`config.mk`:
```
export PLATFORM = sky130hd
export DESIGN_NAME = alu_pipe
export DESIGN_NICKNAME = d
export VERILOG_FILES = /design/src/rtl/alu_pipe_pkg.sv /design/src/rtl/alu_pipe_core.sv /design/src/rtl/alu_pipe.sv
export SDC_FILE = /design/constraint.sdc
export NUM_CORES = 1
export LEC_CHECK = 0
export ABC_AREA = 1
export BUFFER_PORTS_ARGS = -buffer_cell sky130_fd_sc_hd__buf_4
export CORE_ASPECT_RATIO = 0.75
export CORE_MARGIN = 3
export CORE_UTILIZATION = 53
export DETAILED_ROUTE_END_ITERATION = 8
export GPL_TIMING_DRIVEN = 0
export PLACE_DENSITY_LB_ADDON = 0.12
export SYNTH_ARGS = -nofsm -noshare
export SYNTH_HDL_FRONTEND = slang
export SYNTH_SLANG_ARGS = --single-unit
```
`constraint.sdc`:
```
create_clock -name clk -period 7.9 [get_ports clk]
set_input_delay 1.185 -clock clk [delete_from_list [all_inputs] [get_ports clk]]
set_output_delay 1.185 -clock clk [all_outputs]
set_load 0.02 [all_outputs]
```
`src/rtl/alu_pipe_pkg.sv`:
```
// Shared definitions for alu_pipe: command codes for both modes, FSM state codes,
// the status-flag bundle and the operand-requirement decode helpers.
package alu_pipe_pkg;

  localparam logic [0:0] ST_IDLE = 1'b0;
  localparam logic [0:0] ST_MUL  = 1'b1;

  // Arithmetic mode (mode=1)
  localparam logic [3:0] A_ADD     = 4'd0;
  localparam logic [3:0] A_SUB     = 4'd1;
  localparam logic [3:0] A_ADD_CIN = 4'd2;
  localparam logic [3:0] A_SUB_CIN = 4'd3;
  localparam logic [3:0] A_INC_A   = 4'd4;
  localparam logic [3:0] A_DEC_A   = 4'd5;
  localparam logic [3:0] A_INC_B   = 4'd6;
  localparam logic [3:0] A_DEC_B   = 4'd7;
  localparam logic [3:0] A_CMP     = 4'd8;
  localparam logic [3:0] A_MUL_INC = 4'd9;
  localparam logic [3:0] A_MUL_SHL = 4'd10;

  // Logical mode (mode=0)
  localparam logic [3:0] L_AND    = 4'd0;
  localparam logic [3:0] L_NAND   = 4'd1;
  localparam logic [3:0] L_OR     = 4'd2;
  localparam logic [3:0] L_NOR    = 4'd3;
  localparam logic [3:0] L_XOR    = 4'd4;
  localparam logic [3:0] L_XNOR   = 4'd5;
  localparam logic [3:0] L_NOT_A  = 4'd6;
  localparam logic [3:0] L_NOT_B  = 4'd7;
  localparam logic [3:0] L_SHR1_A = 4'd8;
  localparam logic [3:0] L_SHL1_A = 4'd9;
  localparam logic [3:0] L_SHR1_B = 4'd10;
  localparam logic [3:0] L_SHL1_B = 4'd11;
  localparam logic [3:0] L_ROL    = 4'd12;
  localparam logic [3:0] L_ROR    = 4'd13;

  typedef struct packed {
    logic cout;
    logic oflow;
    logic err;
    logic g;
    logic l;
    logic e;
  } alu_flags_t;

  function automatic logic cmd_defined(input logic mode, input logic [3:0] cmd);
    return mode ? (cmd <= A_MUL_SHL) : (cmd <= L_ROR);
  endfunction

  function automatic logic needs_a(input logic mode, input logic [3:0] cmd);
    if (mode) return !(cmd == A_INC_B || cmd == A_DEC_B);
    return !(cmd == L_NOT_B || cmd == L_SHR1_B || cmd == L_SHL1_B);
  endfunction

  function automatic logic needs_b(input logic mode, input logic [3:0] cmd);
    if (mode) return !(cmd == A_INC_A || cmd == A_DEC_A);
    return !(cmd == L_NOT_A || cmd == L_SHR1_A || cmd == L_SHL1_A);
  endfunction

  function automatic logic is_mul(input logic mode, input logic [3:0] cmd);
    return mode && (cmd == A_MUL_INC || cmd == A_MUL_SHL);
  endfunction

endpackage

```
`src/rtl/alu_pipe_core.sv`:
```
// Purely combinational ALU datapath: computes RES and status flags from one operand set.
// Any error condition forces RES=0 with only ERR set and suppresses the multiply path.
module alu_pipe_core
  import alu_pipe_pkg::*;
#(
  parameter int DATA_WIDTH = 8,
  parameter int CMD_WIDTH  = 4
) (
  input  logic                    mode,
  input  logic [1:0]              inp_valid,
  input  logic [CMD_WIDTH-1:0]    cmd,
  input  logic [DATA_WIDTH-1:0]   opa,
  input  logic [DATA_WIDTH-1:0]   opb,
  input  logic                    cin,
  output logic [2*DATA_WIDTH:0]   res,
  output alu_flags_t              flags,
  output logic                    mul_go
);
  localparam int W  = DATA_WIDTH;
  localparam int SW = $clog2(W);
  localparam int RW = 2 * W + 1;
  localparam logic [W:0] ONE = (W + 1)'(1);

  logic [3:0]    c4;
  logic          hi_cmd;
  logic          rot_err;
  logic          bad;
  logic [W:0]    a_x, b_x, cin_x, t;
  logic [W-1:0]  lv, a_shl, rol_v, ror_v;
  logic [SW-1:0] sh;
  logic [SW:0]   inv_sh;
  logic [2*W-1:0] prod_inc, prod_shl;

  assign c4 = cmd[3:0];

  // Command codes wider than the defined set are always undefined
  if (CMD_WIDTH > 4) begin : g_hi_cmd
    assign hi_cmd = |cmd[CMD_WIDTH-1:4];
  end else begin : g_no_hi_cmd
    assign hi_cmd = 1'b0;
  end

  assign a_x    = {1'b0, opa};
  assign b_x    = {1'b0, opb};
  assign cin_x  = {{W{1'b0}}, cin};
  assign a_shl  = {opa[W-2:0], 1'b0};
  assign prod_inc = {{(W-1){1'b0}}, a_x + ONE} * {{(W-1){1'b0}}, b_x + ONE};
  assign prod_shl = {{W{1'b0}}, a_shl} * {{W{1'b0}}, opb};

  assign sh     = opb[SW-1:0];
  assign inv_sh = (SW + 1)'(W) - {1'b0, sh};
  assign rol_v  = (opa << sh) | (opa >> inv_sh);
  assign ror_v  = (opa >> sh) | (opa << inv_sh);
  assign rot_err = !mode && (c4 == L_ROL || c4 == L_ROR) && (|opb[W-1:SW]);

  assign bad = hi_cmd || !cmd_defined(mode, c4)
            || (needs_a(mode, c4) && !inp_valid[0])
            || (needs_b(mode, c4) && !inp_valid[1])
            || rot_err;

  function automatic logic [RW-1:0] zx1(input logic [W:0] v);
    return {{W{1'b0}}, v};
  endfunction

  function automatic logic [RW-1:0] zx(input logic [W-1:0] v);
    return {{(W + 1){1'b0}}, v};
  endfunction

  always_comb begin
    res    = '0;
    flags  = '0;
    mul_go = 1'b0;
    t      = '0;
    lv     = '0;
    if (mode) begin
      case (c4)
        A_ADD:     begin t = a_x + b_x;         res = zx1(t);        flags.cout  = t[W]; end
        A_SUB:     begin t = a_x - b_x;         res = zx(t[W-1:0]);  flags.oflow = t[W]; end
        A_ADD_CIN: begin t = a_x + b_x + cin_x; res = zx1(t);        flags.cout  = t[W]; end
        A_SUB_CIN: begin t = a_x - b_x - cin_x; res = zx(t[W-1:0]);  flags.oflow = t[W]; end
        A_INC_A:   begin t = a_x + ONE;         res = zx1(t);        flags.cout  = t[W]; end
        A_DEC_A:   begin t = a_x - ONE;         res = zx(t[W-1:0]);  flags.oflow = t[W]; end
        A_INC_B:   begin t = b_x + ONE;         res = zx1(t);        flags.cout  = t[W]; end
        A_DEC_B:   begin t = b_x - ONE;         res = zx(t[W-1:0]);  flags.oflow = t[W]; end
        A_CMP: begin
          flags.g = (opa > opb);
          flags.l = (opa < opb);
          flags.e = (opa == opb);
        end
        A_MUL_INC: begin res = {1'b0, prod_inc}; mul_go = 1'b1; end
        A_MUL_SHL: begin res = {1'b0, prod_shl}; mul_go = 1'b1; end
        default: ;
      endcase
    end else begin
      case (c4)
        L_AND:    lv = opa & opb;
        L_NAND:   lv = ~(opa & opb);
        L_OR:     lv = opa | opb;
        L_NOR:    lv = ~(opa | opb);
        L_XOR:    lv = opa ^ opb;
        L_XNOR:   lv = ~(opa ^ opb);
        L_NOT_A:  lv = ~opa;
        L_NOT_B:  lv = ~opb;
        L_SHR1_A: lv = opa >> 1;
        L_SHL1_A: lv = opa << 1;
        L_SHR1_B: lv = opb >> 1;
        L_SHL1_B: lv = opb << 1;
        L_ROL:    lv = rol_v;
        L_ROR:    lv = ror_v;
        default:  lv = '0;
      endcase
      res = zx(lv);
    end
    if (bad) begin
      res       = '0;
      flags     = '0;
      flags.err = 1'b1;
      mul_go    = 1'b0;
    end
  end

endmodule

```
`src/rtl/alu_pipe.sv`:
```
// Handshaked ALU wrapper: request acceptance, IDLE/MUL sequencing with a latency counter,
// and a held output register with valid/ready back-pressure.
module alu_pipe
  import alu_pipe_pkg::*;
#(
  parameter int DATA_WIDTH  = 8,
  parameter int CMD_WIDTH   = 4,
  parameter int MUL_LATENCY = 3
) (
  input  logic                  clk,
  input  logic                  rst,
  input  logic                  CE,
  input  logic                  in_valid,
  output logic                  in_ready,
  input  logic                  mode,
  input  logic [1:0]            INP_VALID,
  input  logic [CMD_WIDTH-1:0]  CMD,
  input  logic [DATA_WIDTH-1:0] opa,
  input  logic [DATA_WIDTH-1:0] opb,
  input  logic                  CIN,
  output logic                  out_valid,
  input  logic                  out_ready,
  output logic [2*DATA_WIDTH:0] RES,
  output logic                  cout,
  output logic                  OFLOW,
  output logic                  ERR,
  output logic                  g,
  output logic                  l,
  output logic                  e
);
  localparam int CNT_W = $clog2(MUL_LATENCY);

  logic [0:0]            state_reg;
  logic [CNT_W-1:0]      cnt_reg;
  logic                  mode_reg;
  logic [1:0]            inp_valid_reg;
  logic [CMD_WIDTH-1:0]  cmd_reg;
  logic [DATA_WIDTH-1:0] opa_reg, opb_reg;
  logic                  cin_reg;
  logic                  out_valid_reg;
  logic [2*DATA_WIDTH:0] res_reg;
  alu_flags_t            flags_reg;

  logic                  in_mul, accept, mul_done, load_out;
  logic                  core_mode, core_cin, core_mul;
  logic [1:0]            core_inp_valid;
  logic [CMD_WIDTH-1:0]  core_cmd;
  logic [DATA_WIDTH-1:0] core_opa, core_opb;
  logic [2*DATA_WIDTH:0] core_res;
  alu_flags_t            core_flags;

  assign in_mul   = (state_reg == ST_MUL);
  assign in_ready = !rst && (state_reg == ST_IDLE) && (!out_valid_reg || out_ready);
  assign accept   = in_valid && in_ready && CE;

  // One shared datapath: live request while idle, captured operands while multiplying
  assign core_mode      = in_mul ? mode_reg      : mode;
  assign core_inp_valid = in_mul ? inp_valid_reg : INP_VALID;
  assign core_cmd       = in_mul ? cmd_reg       : CMD;
  assign core_opa       = in_mul ? opa_reg       : opa;
  assign core_opb       = in_mul ? opb_reg       : opb;
  assign core_cin       = in_mul ? cin_reg       : CIN;

  alu_pipe_core #(
    .DATA_WIDTH (DATA_WIDTH),
    .CMD_WIDTH  (CMD_WIDTH)
  ) u_core (
    .mode      (core_mode),
    .inp_valid (core_inp_valid),
    .cmd       (core_cmd),
    .opa       (core_opa),
    .opb       (core_opb),
    .cin       (core_cin),
    .res       (core_res),
    .flags     (core_flags),
    .mul_go    (core_mul)
  );

  assign mul_done = in_mul && CE && (cnt_reg == '0);
  assign load_out = (accept && !core_mul) || mul_done;

  always_ff @(posedge clk) begin
    if (rst) begin
      state_reg     <= ST_IDLE;
      cnt_reg       <= '0;
      out_valid_reg <= 1'b0;
      res_reg       <= '0;
      flags_reg     <= '0;
    end else begin
      if (accept) begin
        mode_reg      <= mode;
        inp_valid_reg <= INP_VALID;
        cmd_reg       <= CMD;
        opa_reg       <= opa;
        opb_reg       <= opb;
        cin_reg       <= CIN;
        if (core_mul) begin
          state_reg <= ST_MUL;
          cnt_reg   <= CNT_W'(MUL_LATENCY - 1);
        end
      end
      if (in_mul && CE) begin
        if (cnt_reg == '0) state_reg <= ST_IDLE;
        else               cnt_reg   <= cnt_reg - 1'b1;
      end
      if (load_out) begin
        res_reg       <= core_res;
        flags_reg     <= core_flags;
        out_valid_reg <= 1'b1;
      end else if (CE && out_ready) begin
        out_valid_reg <= 1'b0;
      end
    end
  end

  assign out_valid = out_valid_reg;
  assign RES       = res_reg;
  assign cout      = flags_reg.cout;
  assign OFLOW     = flags_reg.oflow;
  assign ERR       = flags_reg.err;
  assign g         = flags_reg.g;
  assign l         = flags_reg.l;
  assign e         = flags_reg.e;

endmodule
```
==> impl_table.tex <==
\begin{tabular}{lr}
\hline
Metric & Value \\
\hline
\multicolumn{2}{l}{\textbf{Run status}} \\
Status & finished, final reports clean \\
\multicolumn{2}{l}{\textbf{Layout}} \\
Leading cell type in the layout, fill and taps excluded & nand2\_1 \\
Core Util, Final & 0.600 \\
Count of antenna diodes in the layout & 0 \\
Number of fill cells in the layout & 1,910 \\
Ratio of cells with drive above 1 in the final layout & 0.0955 \\
Highest-count cells in the layout ignoring fill and taps & nand2\_1, inv\_1, nor2\_1, ha\_1, nand3\_1 \\
Syn-to-layout area delta & 8.30\% \\
Total Nets Final & roughly 1,900 \\
Number of flip-flops in the largest register & 16 \\
\multicolumn{2}{l}{\textbf{Critical path}} \\
Required time of the critical path & 8.15 ns \\
Setup crit start kind & input pin \\
Largest fanout of any net on the critical path & 12 \\
CP endpoint kind & flip-flop \\
R2R setup slack & roughly 0.50 ns \\
Category of the critical setup timing path & input pin to flip-flop \\
Launch point of the worst reg-to-reg path & in\_mul \\
Worst setup startpoint & opa[0] \\
Worst EP arrival & around 7.8 ns \\
\multicolumn{2}{l}{\textbf{CTS}} \\
Htree depth & 2 \\
TritonCTS clock tree & yes \\
Root Buffer Master & clkbuf\_16 \\
CTS max path bufs & 2 \\
Setup fix buffers added after clock tree synthesis & 0 \\
Worst-Skew Late Latency & 0.32 ns \\
Hold buffers post-CTS & 0 \\
Inserted Clock Buffers & 5 \\
Clock slew at the register clock pins of the worst setup and hold paths & around 0.080 ns \\
Number of gates resized after CTS & 0 \\
Clk sink count & 50 \\
\multicolumn{2}{l}{\textbf{Yosys}} \\
Synthesized-area fraction occupied by ao, oa, aoi and oai cells & 0.139 \\
Number of distinct library cells after synthesis & between 50 and 60 \\
Syn Inst Count & $\sim$1,600 \\
Post-Synth XOR/XNOR Area & 0.0133 \\
Flops \& latches, synth & 50 \\
Multiplexer area fraction after synthesis & 0.000951 \\
Portion of the post-synthesis area used by sequential elements & 0.118 \\
Adder and majority gate portion of the synthesized area & 0.268 \\
Net count after synthesis & 1,852 \\
Post-synth design cell area & between 0.01 and 0.015 mm2 \\
Number of warnings issued by yosys & 0 \\
Combinational family with the most area after synthesis & simple AND/OR/NAND/NOR gates \\
Average footprint of a synthesized cell & between 6 and 7 um2 \\
Simple logic cell fraction of the synthesized area & 0.343 \\
\multicolumn{2}{l}{\textbf{Drt}} \\
Number of DRC markers in iteration 0 & a little under 2,000 \\
Vias post-DR & 11,851 \\
Residual DRC count & 0 \\
Final antenna-violating net count & 0 \\
Router iterations before antenna repair & 8 \\
WL/cell & between 20 and 25 um \\
Vias per inst & 6.07 \\
Sum of routed wire length over all layers & 41.0 mm \\
\multicolumn{2}{l}{\textbf{Timing}} \\
Time the final worst path needs with I/O delays and setup & 7.55 ns \\
Pin slew with the least headroom to its limit & 1.04 ns \\
Achievable Freq & roughly 130 MHz \\
Final hold vios & 0 \\
Accumulated negative setup slack & 0 ns \\
Final Skew & 0.00567 ns \\
Fin. max-slew vios & 0 \\
Setup violation total in the final timing report & 0 \\
Worst relative slew slack & 0.308 \\
Setup repair after global routing missed its margin & no \\
Final clock period utilization by the worst path & 0.956 \\
\multicolumn{2}{l}{\textbf{Floorplanning}} \\
Die Footprint & between 0.02 and 0.025 mm2 \\
Vert. Die Dim & 128 um \\
Die width & 169 um \\
Initial cell density of the core & 0.554 \\
Count of standard-cell rows & 43 \\
Area of the core region & 0.0190 mm2 \\
I/O pin count & 54 \\
\multicolumn{2}{l}{\textbf{Global route}} \\
Antenna violations before repair & 1 \\
Pin count of the biggest net entering global routing & 27 \\
Total GRT Usage & 0.372 \\
Number of global-route vias before repair & 10,735 \\
Wire length of the first global-routing pass & between 60 and 70 mm \\
Total congestion overflow & 0 \\
\multicolumn{2}{l}{\textbf{Pwr}} \\
Peak supply drop & 116 uV \\
Leakage dissipation & a little under 6 nW \\
Pwr per Cell Area & approximately 170 mW/mm2 \\
\multicolumn{2}{l}{\textbf{Job}} \\
Count of max-cap constraint violations & 0 \\
\multicolumn{2}{l}{\textbf{Place}} \\
Port-buffer cells & 52 \\
HPWL after detailed placement & 32.1 mm \\
Final weighted congestion in routability-driven placement & 1.05 \\
\multicolumn{2}{l}{\textbf{Min path}} \\
Hold Startpoint & RES[8] \\
Hold WC Path Type & flip-flop to flip-flop \\
\hline
\end{tabular}
==> final timing paths <==
kind / cells after the start / to
worst max-delay path: 25 / RES[8]
worst max register to register: 26 / RES[8]
worst min register to register: 2 / RES[8]
worst min-delay path: 2 / RES[8]
==> metal layers <==
metal  vias to the layer above  share of wire  GRT usage
li1                       5392              -          -
met5                         -        0.00032          0
met1                      5467           0.43      0.555
met4                         2          0.040      0.113
met2                       845           0.38      0.509
met3                       145           0.15      0.117
==> stage by stage <==
stage / cells / worst slack (ns) / hold WS [ns] / cell area (um2) / power, mW
2_1_floorplan: 1646 / 1.65 / 0.478 / 10500 / 1.20
3_3_place_gp: 1945 / 0.302 / 0.453 / 11200 / 1.54
3_5_place_dp: 1945 / 0.300 / 0.458 / 11200 / 1.56
4_1_cts: 1953 / 0.606 / 0.470 / 11400 / 1.84
5_1_grt: 1953 / 0.148 / 0.485 / 11400 / 2.06
6_report: 1953 / 0.348 / 0.470 / 11400 / 1.89
==> cell families after synthesis <==
group | after synthesis
adder cells (fa/ha/maj) | 177
AO/OA/AOI/OAI | 245
flip-flops | 50
other | 1
XOR/XNOR | 16
buffers and inverters | 303
multiplexers | 1
AND/OR/NAND/NOR | 853
==> cell usage after synthesis (all sizes together) <==
| library cell | n | share of area |
|---|---|---|
| clkinv | 1 | 0.00036 |
| nand3 | 91 | 0.044 |
| edfxtp | 24 | 0.068 |
| inv | 256 | 0.092 |
| o221ai | 4 | 0.0033 |
| buf | 34 | 0.022 |
| o22ai | 18 | 0.011 |
| o32ai | 2 | 0.0017 |
| nand2 | 510 | 0.19 |
| or2 | 7 | 0.0042 |
| mux2i | 1 | 0.00095 |
| conb | 1 | 0.00036 |
| and2 | 1 | 0.00059 |
| dfxtp | 26 | 0.049 |
| xnor2 | 4 | 0.0033 |
| nand4 | 32 | 0.020 |
| o21a | 2 | 0.0014 |
| a21boi | 1 | 0.0018 |
| fa | 80 | 0.15 |
| a21o | 4 | 0.0029 |
| o21ai | 114 | 0.060 |
| o2bb2ai | 2 | 0.0017 |
| o2111ai | 1 | 0.00083 |
| xor2 | 12 | 0.010 |
| a221oi | 5 | 0.0042 |
| a31oi | 6 | 0.0036 |
| nor4 | 2 | 0.0012 |
| o211ai | 11 | 0.0078 |
| nor3 | 13 | 0.0062 |
| a21oi | 68 | 0.033 |
| clkbuf | 12 | 0.0043 |
| a22o | 1 | 0.00083 |
| ha | 97 | 0.12 |
| a211oi | 5 | 0.0040 |
| nand3b | 6 | 0.0043 |
| o21bai | 1 | 0.00071 |
| nor2 | 191 | 0.073 |
==> worst max-delay path: stages <==
cell	delay (ns)
buf_4	0.10
nand2_1	0.05
o21ai_1	0.27
clkbuf_1	0.77
ha_1	0.32
nand3_1	0.17
xor2_1	0.59
inv_1	0.24
nand2_1	0.15
fa_1	0.43
inv_1	0.09
fa_1	0.42
ha_1	0.28
inv_1	0.05
fa_1	0.54
inv_1	0.11
fa_1	0.49
a21oi_1	0.16
o21ai_0	0.15
nand2_1	0.09
inv_1	0.05
o32ai_1	0.72
nand3b_1	0.20
nand2_1	0.05
a21oi_1	0.13
==> power breakdown <==
| group | total (mW) | switching (mW) | internal, mW |
|---|---|---|---|
| sequential | 0.280 | 0.00254 | 0.278 |
| clock | 0.278 | 0.126 | 0.153 |
| combinational | 1.33 | 0.885 | 0.444 |
| total | 1.89 | 1.01 | 0.874 |
==> layout make-up <==
cell class / count / area (um2) / area share
Buffer: 46 / 272 / 0.0238
Timing Repair Buffer: 52 / 390 / 0.0343
Clock inverter: 3 / 48.8 / 0.00428
Tap cell: 247 / 309 / 0.0271
Clock buffer: 5 / 125 / 0.0110
Inverter: 257 / 967 / 0.0849
Sequential cell: 50 / 1240 / 0.109
Multi-Input combinational cell: 1293 / 8040 / 0.706
No activity file was read; power rests on OpenSTA's default activity.
